File: config.mk
export PLATFORM = sky130hd
export DESIGN_NAME = morse_timing_detector_flat
export DESIGN_NICKNAME = d
export VERILOG_FILES = /design/src/rtl/morse_pkg.sv /design/src/rtl/morse_timing_detector_if.sv /design/src/rtl/morse_unit_tick.sv /design/src/rtl/morse_timing_detector.sv /design/src/flat_wrapper.sv
export SDC_FILE = /design/constraint.sdc
export NUM_CORES = 1
export LEC_CHECK = 0
export CORE_MARGIN = 2
export CORE_UTILIZATION = 37
export DETAILED_ROUTE_END_ITERATION = 7
export GPL_TIMING_DRIVEN = 0
export PLACE_DENSITY = 0.63
export SLEW_MARGIN = 20
export SYNTH_ARGS = -nofsm -noshare
export SYNTH_HDL_FRONTEND = slang
export SYNTH_SLANG_ARGS = --single-unit
File: constraint.sdc
create_clock -name clk -period 2.1 [get_ports clk]
set_input_delay 0.42 -clock clk [delete_from_list [all_inputs] [get_ports clk]]
set_output_delay 0.42 -clock clk [all_outputs]
set_load 0.005 [all_outputs]
File: src/rtl/morse_pkg.sv
// Shared types and constants for the Morse timing detector and its downstream decoder.
package morse_pkg;

  typedef enum logic [1:0] {
    WAIT_LOW = 2'd0,
    SPACE    = 2'd1,
    MARK     = 2'd2
  } state_e;

  // Symbol codes as seen by the decoder.
  localparam logic [2:0] SYM_NONE = 3'd0;
  localparam logic [2:0] SYM_DOT  = 3'd1;
  localparam logic [2:0] SYM_DASH = 3'd2;
  localparam logic [2:0] SYM_CHAR = 3'd3;
  localparam logic [2:0] SYM_WORD = 3'd4;
  localparam logic [2:0] SYM_ERR  = 3'd5;

  localparam int DEF_UNIT_CYCLES = 1;
  localparam int DEF_CNT_W       = 4;
  localparam int DEF_DOT_MAX     = 1;
  localparam int DEF_DASH_MAX    = 3;
  localparam int DEF_CHAR_GAP    = 3;
  localparam int DEF_WORD_GAP    = 7;

  function automatic logic maj3(input logic [2:0] v);
    return (v[0] & v[1]) | (v[0] & v[2]) | (v[1] & v[2]);
  endfunction

endpackage

File: src/rtl/morse_timing_detector_if.sv
// Keyed input and classified-symbol outputs of the Morse timing detector.
interface morse_timing_detector_if #(
  parameter int CNT_W = 4
);
  logic             din;
  logic             dot;
  logic             dash;
  logic             ch_s;
  logic             w_s;
  logic             err;
  logic             en;
  logic [CNT_W-1:0] run_len;

  modport master (output din, input dot, dash, ch_s, w_s, err, en, run_len);
  modport slave  (input din, output dot, dash, ch_s, w_s, err, en, run_len);
endinterface

File: src/rtl/morse_unit_tick.sv
// Prescaler producing a one-cycle tick every UNIT_CYCLES clocks (one Morse unit).
module morse_unit_tick #(
  parameter int UNIT_CYCLES = 1
) (
  input  logic clk,
  input  logic reset,
  output logic tick
);
  localparam int CW = (UNIT_CYCLES > 1) ? $clog2(UNIT_CYCLES) : 1;
  localparam logic [CW-1:0] LAST = CW'(UNIT_CYCLES - 1);

  logic [CW-1:0] cnt_q;
  logic [CW-1:0] cnt_d;

  // Wrap at the last count so the tick lands on the final cycle of each unit.
  always_comb begin
    cnt_d = cnt_q;
    if (cnt_q == LAST) begin
      cnt_d = '0;
    end else begin
      cnt_d = cnt_q + CW'(1);
    end
  end

  // Prescaler count register.
  always_ff @(posedge clk) begin
    if (reset) begin
      cnt_q <= '0;
    end else begin
      cnt_q <= cnt_d;
    end
  end

  assign tick = (cnt_q == LAST);
endmodule

File: src/rtl/morse_timing_detector.sv
// Morse mark/space classifier; define MORSE_DEGLITCH_EN to add a synchroniser and
// a 3-tap majority filter on the sampled input.
module morse_timing_detector
  import morse_pkg::*;
#(
  parameter int UNIT_CYCLES = DEF_UNIT_CYCLES,
  parameter int CNT_W       = DEF_CNT_W,
  parameter int DOT_MAX     = DEF_DOT_MAX,
  parameter int DASH_MAX    = DEF_DASH_MAX,
  parameter int CHAR_GAP    = DEF_CHAR_GAP,
  parameter int WORD_GAP    = DEF_WORD_GAP
) (
  input  logic                    clk,
  input  logic                    reset,
  morse_timing_detector_if.slave  io
);
  localparam logic [CNT_W-1:0] CNT_MAX = {CNT_W{1'b1}};
  localparam logic [CNT_W-1:0] CNT_ONE = CNT_W'(1);
  localparam logic [CNT_W-1:0] DOT_V   = CNT_W'(DOT_MAX);
  localparam logic [CNT_W-1:0] DASH_V  = CNT_W'(DASH_MAX);
  localparam logic [CNT_W-1:0] CHAR_V  = CNT_W'(CHAR_GAP);
  localparam logic [CNT_W-1:0] WORD_V  = CNT_W'(WORD_GAP);

  function automatic logic [CNT_W-1:0] sat_inc(input logic [CNT_W-1:0] v);
    return (v == CNT_MAX) ? v : v + CNT_ONE;
  endfunction

  logic tick_s;
  logic s_s;

  morse_unit_tick #(.UNIT_CYCLES(UNIT_CYCLES)) u_tick (
    .clk  (clk),
    .reset(reset),
    .tick (tick_s)
  );

`ifdef MORSE_DEGLITCH_EN
  logic [1:0] sync_q, sync_d;
  logic [2:0] hist_q, hist_d;

  // History only advances on ticks, so the vote spans three Morse units.
  always_comb begin
    sync_d = {sync_q[0], io.din};
    hist_d = hist_q;
    if (tick_s) begin
      hist_d = {hist_q[1:0], sync_q[1]};
    end else begin
      hist_d = hist_q;
    end
  end

  // Synchroniser and majority history registers.
  always_ff @(posedge clk) begin
    if (reset) begin
      sync_q <= 2'b00;
      hist_q <= 3'b000;
    end else begin
      sync_q <= sync_d;
      hist_q <= hist_d;
    end
  end

  assign s_s = maj3(hist_q);
`else
  assign s_s = io.din;
`endif

  state_e           state_q, state_d;
  logic [CNT_W-1:0] run_len_q, run_len_d;
  logic             char_pend_q, char_pend_d;
  logic             word_pend_q, word_pend_d;
  logic             dot_q, dot_d, dash_q, dash_d, ch_q, ch_d, w_q, w_d, err_q, err_d, en_q, en_d;

  // Classifier next-state and pulse generation; state only moves on ticks.
  always_comb begin
    state_d     = state_q;
    run_len_d   = run_len_q;
    char_pend_d = char_pend_q;
    word_pend_d = word_pend_q;
    dot_d       = 1'b0;
    dash_d      = 1'b0;
    ch_d        = 1'b0;
    w_d         = 1'b0;
    err_d       = 1'b0;
    if (tick_s) begin
      case (state_q)
        WAIT_LOW: begin
          if (s_s) begin
            state_d = WAIT_LOW;
          end else begin
            // Entering as already idle: no gap pulses can fire from here.
            state_d   = SPACE;
            run_len_d = WORD_V;
          end
        end
        SPACE: begin
          if (s_s) begin
            state_d   = MARK;
            run_len_d = CNT_ONE;
          end else begin
            run_len_d = sat_inc(run_len_q);
            if ((run_len_d == CHAR_V) && char_pend_q) begin
              ch_d        = 1'b1;
              char_pend_d = 1'b0;
            end else if ((run_len_d == WORD_V) && word_pend_q) begin
              w_d         = 1'b1;
              word_pend_d = 1'b0;
            end else begin
              ch_d = 1'b0;
            end
          end
        end
        MARK: begin
          if (s_s) begin
            run_len_d = sat_inc(run_len_q);
          end else begin
            state_d   = SPACE;
            run_len_d = CNT_ONE;
            if (run_len_q <= DOT_V) begin
              dot_d       = 1'b1;
              char_pend_d = 1'b1;
              word_pend_d = 1'b1;
            end else if (run_len_q <= DASH_V) begin
              dash_d      = 1'b1;
              char_pend_d = 1'b1;
              word_pend_d = 1'b1;
            end else begin
              err_d = 1'b1;
            end
          end
        end
        default: begin
          state_d   = WAIT_LOW;
          run_len_d = '0;
        end
      endcase
    end else begin
      state_d = state_q;
    end
    en_d = dot_d | dash_d | ch_d | w_d;
  end

  // Classifier state and registered outputs.
  always_ff @(posedge clk) begin
    if (reset) begin
      state_q     <= WAIT_LOW;
      run_len_q   <= '0;
      char_pend_q <= 1'b0;
      word_pend_q <= 1'b0;
      dot_q       <= 1'b0;
      dash_q      <= 1'b0;
      ch_q        <= 1'b0;
      w_q         <= 1'b0;
      err_q       <= 1'b0;
      en_q        <= 1'b0;
    end else begin
      state_q     <= state_d;
      run_len_q   <= run_len_d;
      char_pend_q <= char_pend_d;
      word_pend_q <= word_pend_d;
      dot_q       <= dot_d;
      dash_q      <= dash_d;
      ch_q        <= ch_d;
      w_q         <= w_d;
      err_q       <= err_d;
      en_q        <= en_d;
    end
  end

  assign io.dot     = dot_q;
  assign io.dash    = dash_q;
  assign io.ch_s    = ch_q;
  assign io.w_s     = w_q;
  assign io.err     = err_q;
  assign io.en      = en_q;
  assign io.run_len = run_len_q;
endmodule

File: src/flat_wrapper.sv
// flat-port wrapper written by rule: the top's interface ports become plain ports
module morse_timing_detector_flat import morse_pkg::*;
#(
  parameter int UNIT_CYCLES = DEF_UNIT_CYCLES,
  parameter int CNT_W       = DEF_CNT_W,
  parameter int DOT_MAX     = DEF_DOT_MAX,
  parameter int DASH_MAX    = DEF_DASH_MAX,
  parameter int CHAR_GAP    = DEF_CHAR_GAP,
  parameter int WORD_GAP    = DEF_WORD_GAP
)
  (clk, reset, io_din, io_dot, io_dash, io_ch_s, io_w_s, io_err, io_en, io_run_len);
  morse_timing_detector_if #(.CNT_W(CNT_W)) io_i ();
  input  logic clk;
  input  logic reset;
  input wire logic [$bits(io_i.din)-1:0] io_din;
  output wire logic [$bits(io_i.dot)-1:0] io_dot;
  output wire logic [$bits(io_i.dash)-1:0] io_dash;
  output wire logic [$bits(io_i.ch_s)-1:0] io_ch_s;
  output wire logic [$bits(io_i.w_s)-1:0] io_w_s;
  output wire logic [$bits(io_i.err)-1:0] io_err;
  output wire logic [$bits(io_i.en)-1:0] io_en;
  output wire logic [$bits(io_i.run_len)-1:0] io_run_len;
  assign io_i.din = io_din;
  assign io_dot = io_i.dot;
  assign io_dash = io_i.dash;
  assign io_ch_s = io_i.ch_s;
  assign io_w_s = io_i.w_s;
  assign io_err = io_i.err;
  assign io_en = io_i.en;
  assign io_run_len = io_i.run_len;
  morse_timing_detector #(.UNIT_CYCLES(UNIT_CYCLES), .CNT_W(CNT_W), .DOT_MAX(DOT_MAX), .DASH_MAX(DASH_MAX), .CHAR_GAP(CHAR_GAP), .WORD_GAP(WORD_GAP)) u_core (.clk(clk), .reset(reset), .io(io_i));
endmodule
==> flow_summary.yaml <==
synth:
  ys_seq_area_frac: 0.341
  yosys-top-cells-area: "dfxtp_1 34%, ha_1 10%, inv_1 3.8%"
  synthFlopType: "dfxtp_1"
  yosysTopAreaCell: "dfxtp_1"
  synthArstFlopShare: 0
  yosys.area.top_type_share: 0.341
  synth_seq_cells: 15
  synth_commonest_cells: "15 x dfxtp_1, 9 x inv_1, 8 x nor2_1"
  syn_inst: 101
  yosys_warnings: 0
  synth.distinct_cells: 37
  syn_area_um2: 880
  synth-edff-count: 0
  yosysMostFrequentCell: "dfxtp_1"
  avgSynthCellArea_um2: 8.71
  synth_fp_nets: 111
critical_path:
  crit_path_end_kind: "flop"
  arrival_ns: 2.16
  cp_max_fo: 10
  cp.required_ns: 2.30
  worstSetupPathType: "input pin to flop"
  reg2regPathDepth: 6
  critPathLaunchType: "input pin"
  rr_startpoint: "u_core.io.run_len[0]"
  regToRegSetupSlack_ns: 0.15
  rr_endpoint: "u_core.char_pend_q"
detailed_routing:
  wl_per_cell_um: 12.6
  routed_wl_um: 1820
  drtIter0Drc: 6
  first_pass_iters: 4
  drc: 0
  via_per_inst: 5.31
  final_antenna_net_count: 0
  vias: 770
pwr:
  p_int_w: 0.000422
  p_sw_frac: 0.273
  pwr-share-comb: 0.199
  pwr-share-clk: 0.278
  cellPowerDensity_nw_per_um2: 543
  switchingPower_w: 0.000158
  power_frac_seq: 0.522
  p_leak_nw: 0.408
  ir_worst_vdd_uv: 422
  totalPowerFinal_w: 0.000580
worst_hold_path:
  hp-start: "u_core.word_pend_q"
  min_path_type: "flop to flop"
  min_to: "u_core.io.w_s"
  hold_depth: 2
clock_tree:
  cts_buffers: 3
  numClockSinks: 15
  clk_pin_slew_ns: 0.08
  cts-root-buf: "clkbuf_4"
  cts-hold-fix-buffers: 0
  clk_latency_ns: 0.28
  clockBufferDepth: 2
  cts_tree: "built"
  htreeDepth: 1
final_layout:
  drive_gt1_frac: 0.103
  final_util: 0.478
  seqCellArea_um2: 302
  nFillCells: 224
  multi_input_area_um2: 512
  antennaDiodeCount: 0
  area_growth_pct: 21.5
  fin_nets: 128
run:
  maxCapViolations: 0
die:
  start_util: 0.394
  ios: 13
  die_y_um: 52.8
  dieWidth_um: 52.8
  row_count: 17
  die_area_um2: 2780
  coreArea_um2: 2230
timing:
  fmax_ghz: 0.509
  report.final.slew_viol_count: 0
  grt_setup_unrepaired: "false"
  min_period_ns: 1.96
  finClkSkew_ns: 0.00531
  tns_ns: 0
  period_share: 0.935
  setup_viol: 0
  hold_viol: 0
grt:
  antenna_found_initial: 0
  grt_pass1_wl_um: 3110
  track_usage: 0.154
  grt_max_degree: 11
  grt_overflow: 0
  grt_pass1_vias: 693
placement:
  gp_congestion: 0.790
  dpl.hpwl_um: 1330
  numPortBuffers: 12
outcome:
  outcome: "finished, final reports clean"
## layout make-up
type	instances	share of cell area
buffer	4	0.0375
timing repair buffer	12	0.112
multi-input combinational	73	0.479
sequential	15	0.282
inverter	9	0.0316
tap	28	0.0328
clock buffer	4	0.0246
## worst max path at each step
stage	startpoint	end	slack (ns)	cells after the start
2_1_floorplan	u_core.io.run_len[0]	u_core.char_pend_q	0.22	6
6_report	io_din	u_core.io.run_len[3]	0.14	6
4_1_cts	u_core.io.run_len[0]	u_core.io.w_s	0.12	6
3_5_place_dp	io_din	u_core.io.run_len[3]	-0.13	6
3_3_place_gp	io_din	u_core.io.run_len[3]	-0.10	6
5_1_grt	u_core.io.run_len[0]	u_core.io.en	0.01	6
## cells by family after synthesis
group,count (synthesis),synth area share
AOI/OAI and AO/OA,28,0.212
adders and majority gates,7,0.0996
xor gates and xnor gates,2,0.0199
buffers and inverters,13,0.0839
other,1,0.00426
and+or+nand+nor,32,0.203
muxes,3,0.0356
DFF,15,0.341
## critical path: stages
cell and delay (ns):
clkdlybuf4s50_1 0.50, clkbuf_1 0.33, nand3b_1 0.12, a211oi_1 0.48
a21oi_1 0.12, nor3_1 0.19
## power by group through the flow
stage / Clock [W] / Combinational (W) / Sequential [W]
after detailed placement: 0 / 0.000113 / 0.000309
after floorplan: 0 / 0.0000813 / 0.000307
after CTS: 0.000173 / 0.000114 / 0.000303
after global placement: 0 / 0.000112 / 0.000308
after global routing: 0.000184 / 0.000129 / 0.000304
final: 0.000161 / 0.000116 / 0.000303
## per-layer routing
layer | up-vias | global-route usage | part of all wire
met4 | 0 | 0.0385 | 0.0077
met5 | - | 0 | 0
met2 | 12 | 0.265 | 0.49
met3 | 2 | 0.0514 | 0.043
li1 | 398 | - | -
met1 | 358 | 0.182 | 0.45
## cell usage in the layout (no fill, tap or decap), types with 3 or more instances in the layout
cell type | Yosys | final
ha_1 | 7 | 7
inv_1 | 9 | 9
clkdlybuf4s50_1 | 0 | 12
o21ai_0 | 5 | 5
nand3b_1 | 3 | 3
nor2_1 | 8 | 8
dfxtp_1 | 15 | 14
clkbuf_4 | 0 | 3
nand2b_1 | 3 | 3
nor3_1 | 6 | 6
a21oi_1 | 6 | 6
a31oi_1 | 3 | 3
## sequential cells by signal, indices dropped and copies added (netlist names)
signal	flops
u_core.io.ch_s	1
u_core.io.w_s	1
u_core.u_tick.cnt_q	1
u_core.io.dot	1
u_core.io.run_len	4
u_core.char_pend_q	1
u_core.state_q	2
u_core.io.en	1
u_core.io.err	1
u_core.io.dash	1
u_core.word_pend_q	1
## repair_timing
item,CTS,global route
endpoints found under the setup margin,2,1
setup buffers,0,0
pin swaps,0,0
resized for setup,1,1
## through the flow
stage / setup slack, ns / std cells / hold slack, ns / cell area [µm²]
after floorplan: 0.221 / 101 / 0.455 / 880
after global placement: -0.102 / 141 / 0.487 / 1030
after detailed placement: -0.130 / 141 / 0.491 / 1030
after CTS: 0.119 / 145 / 0.502 / 1060
after global routing: 0.0147 / 145 / 0.532 / 1070
final: 0.136 / 145 / 0.499 / 1070
Power figures use the tool's default switching activity.
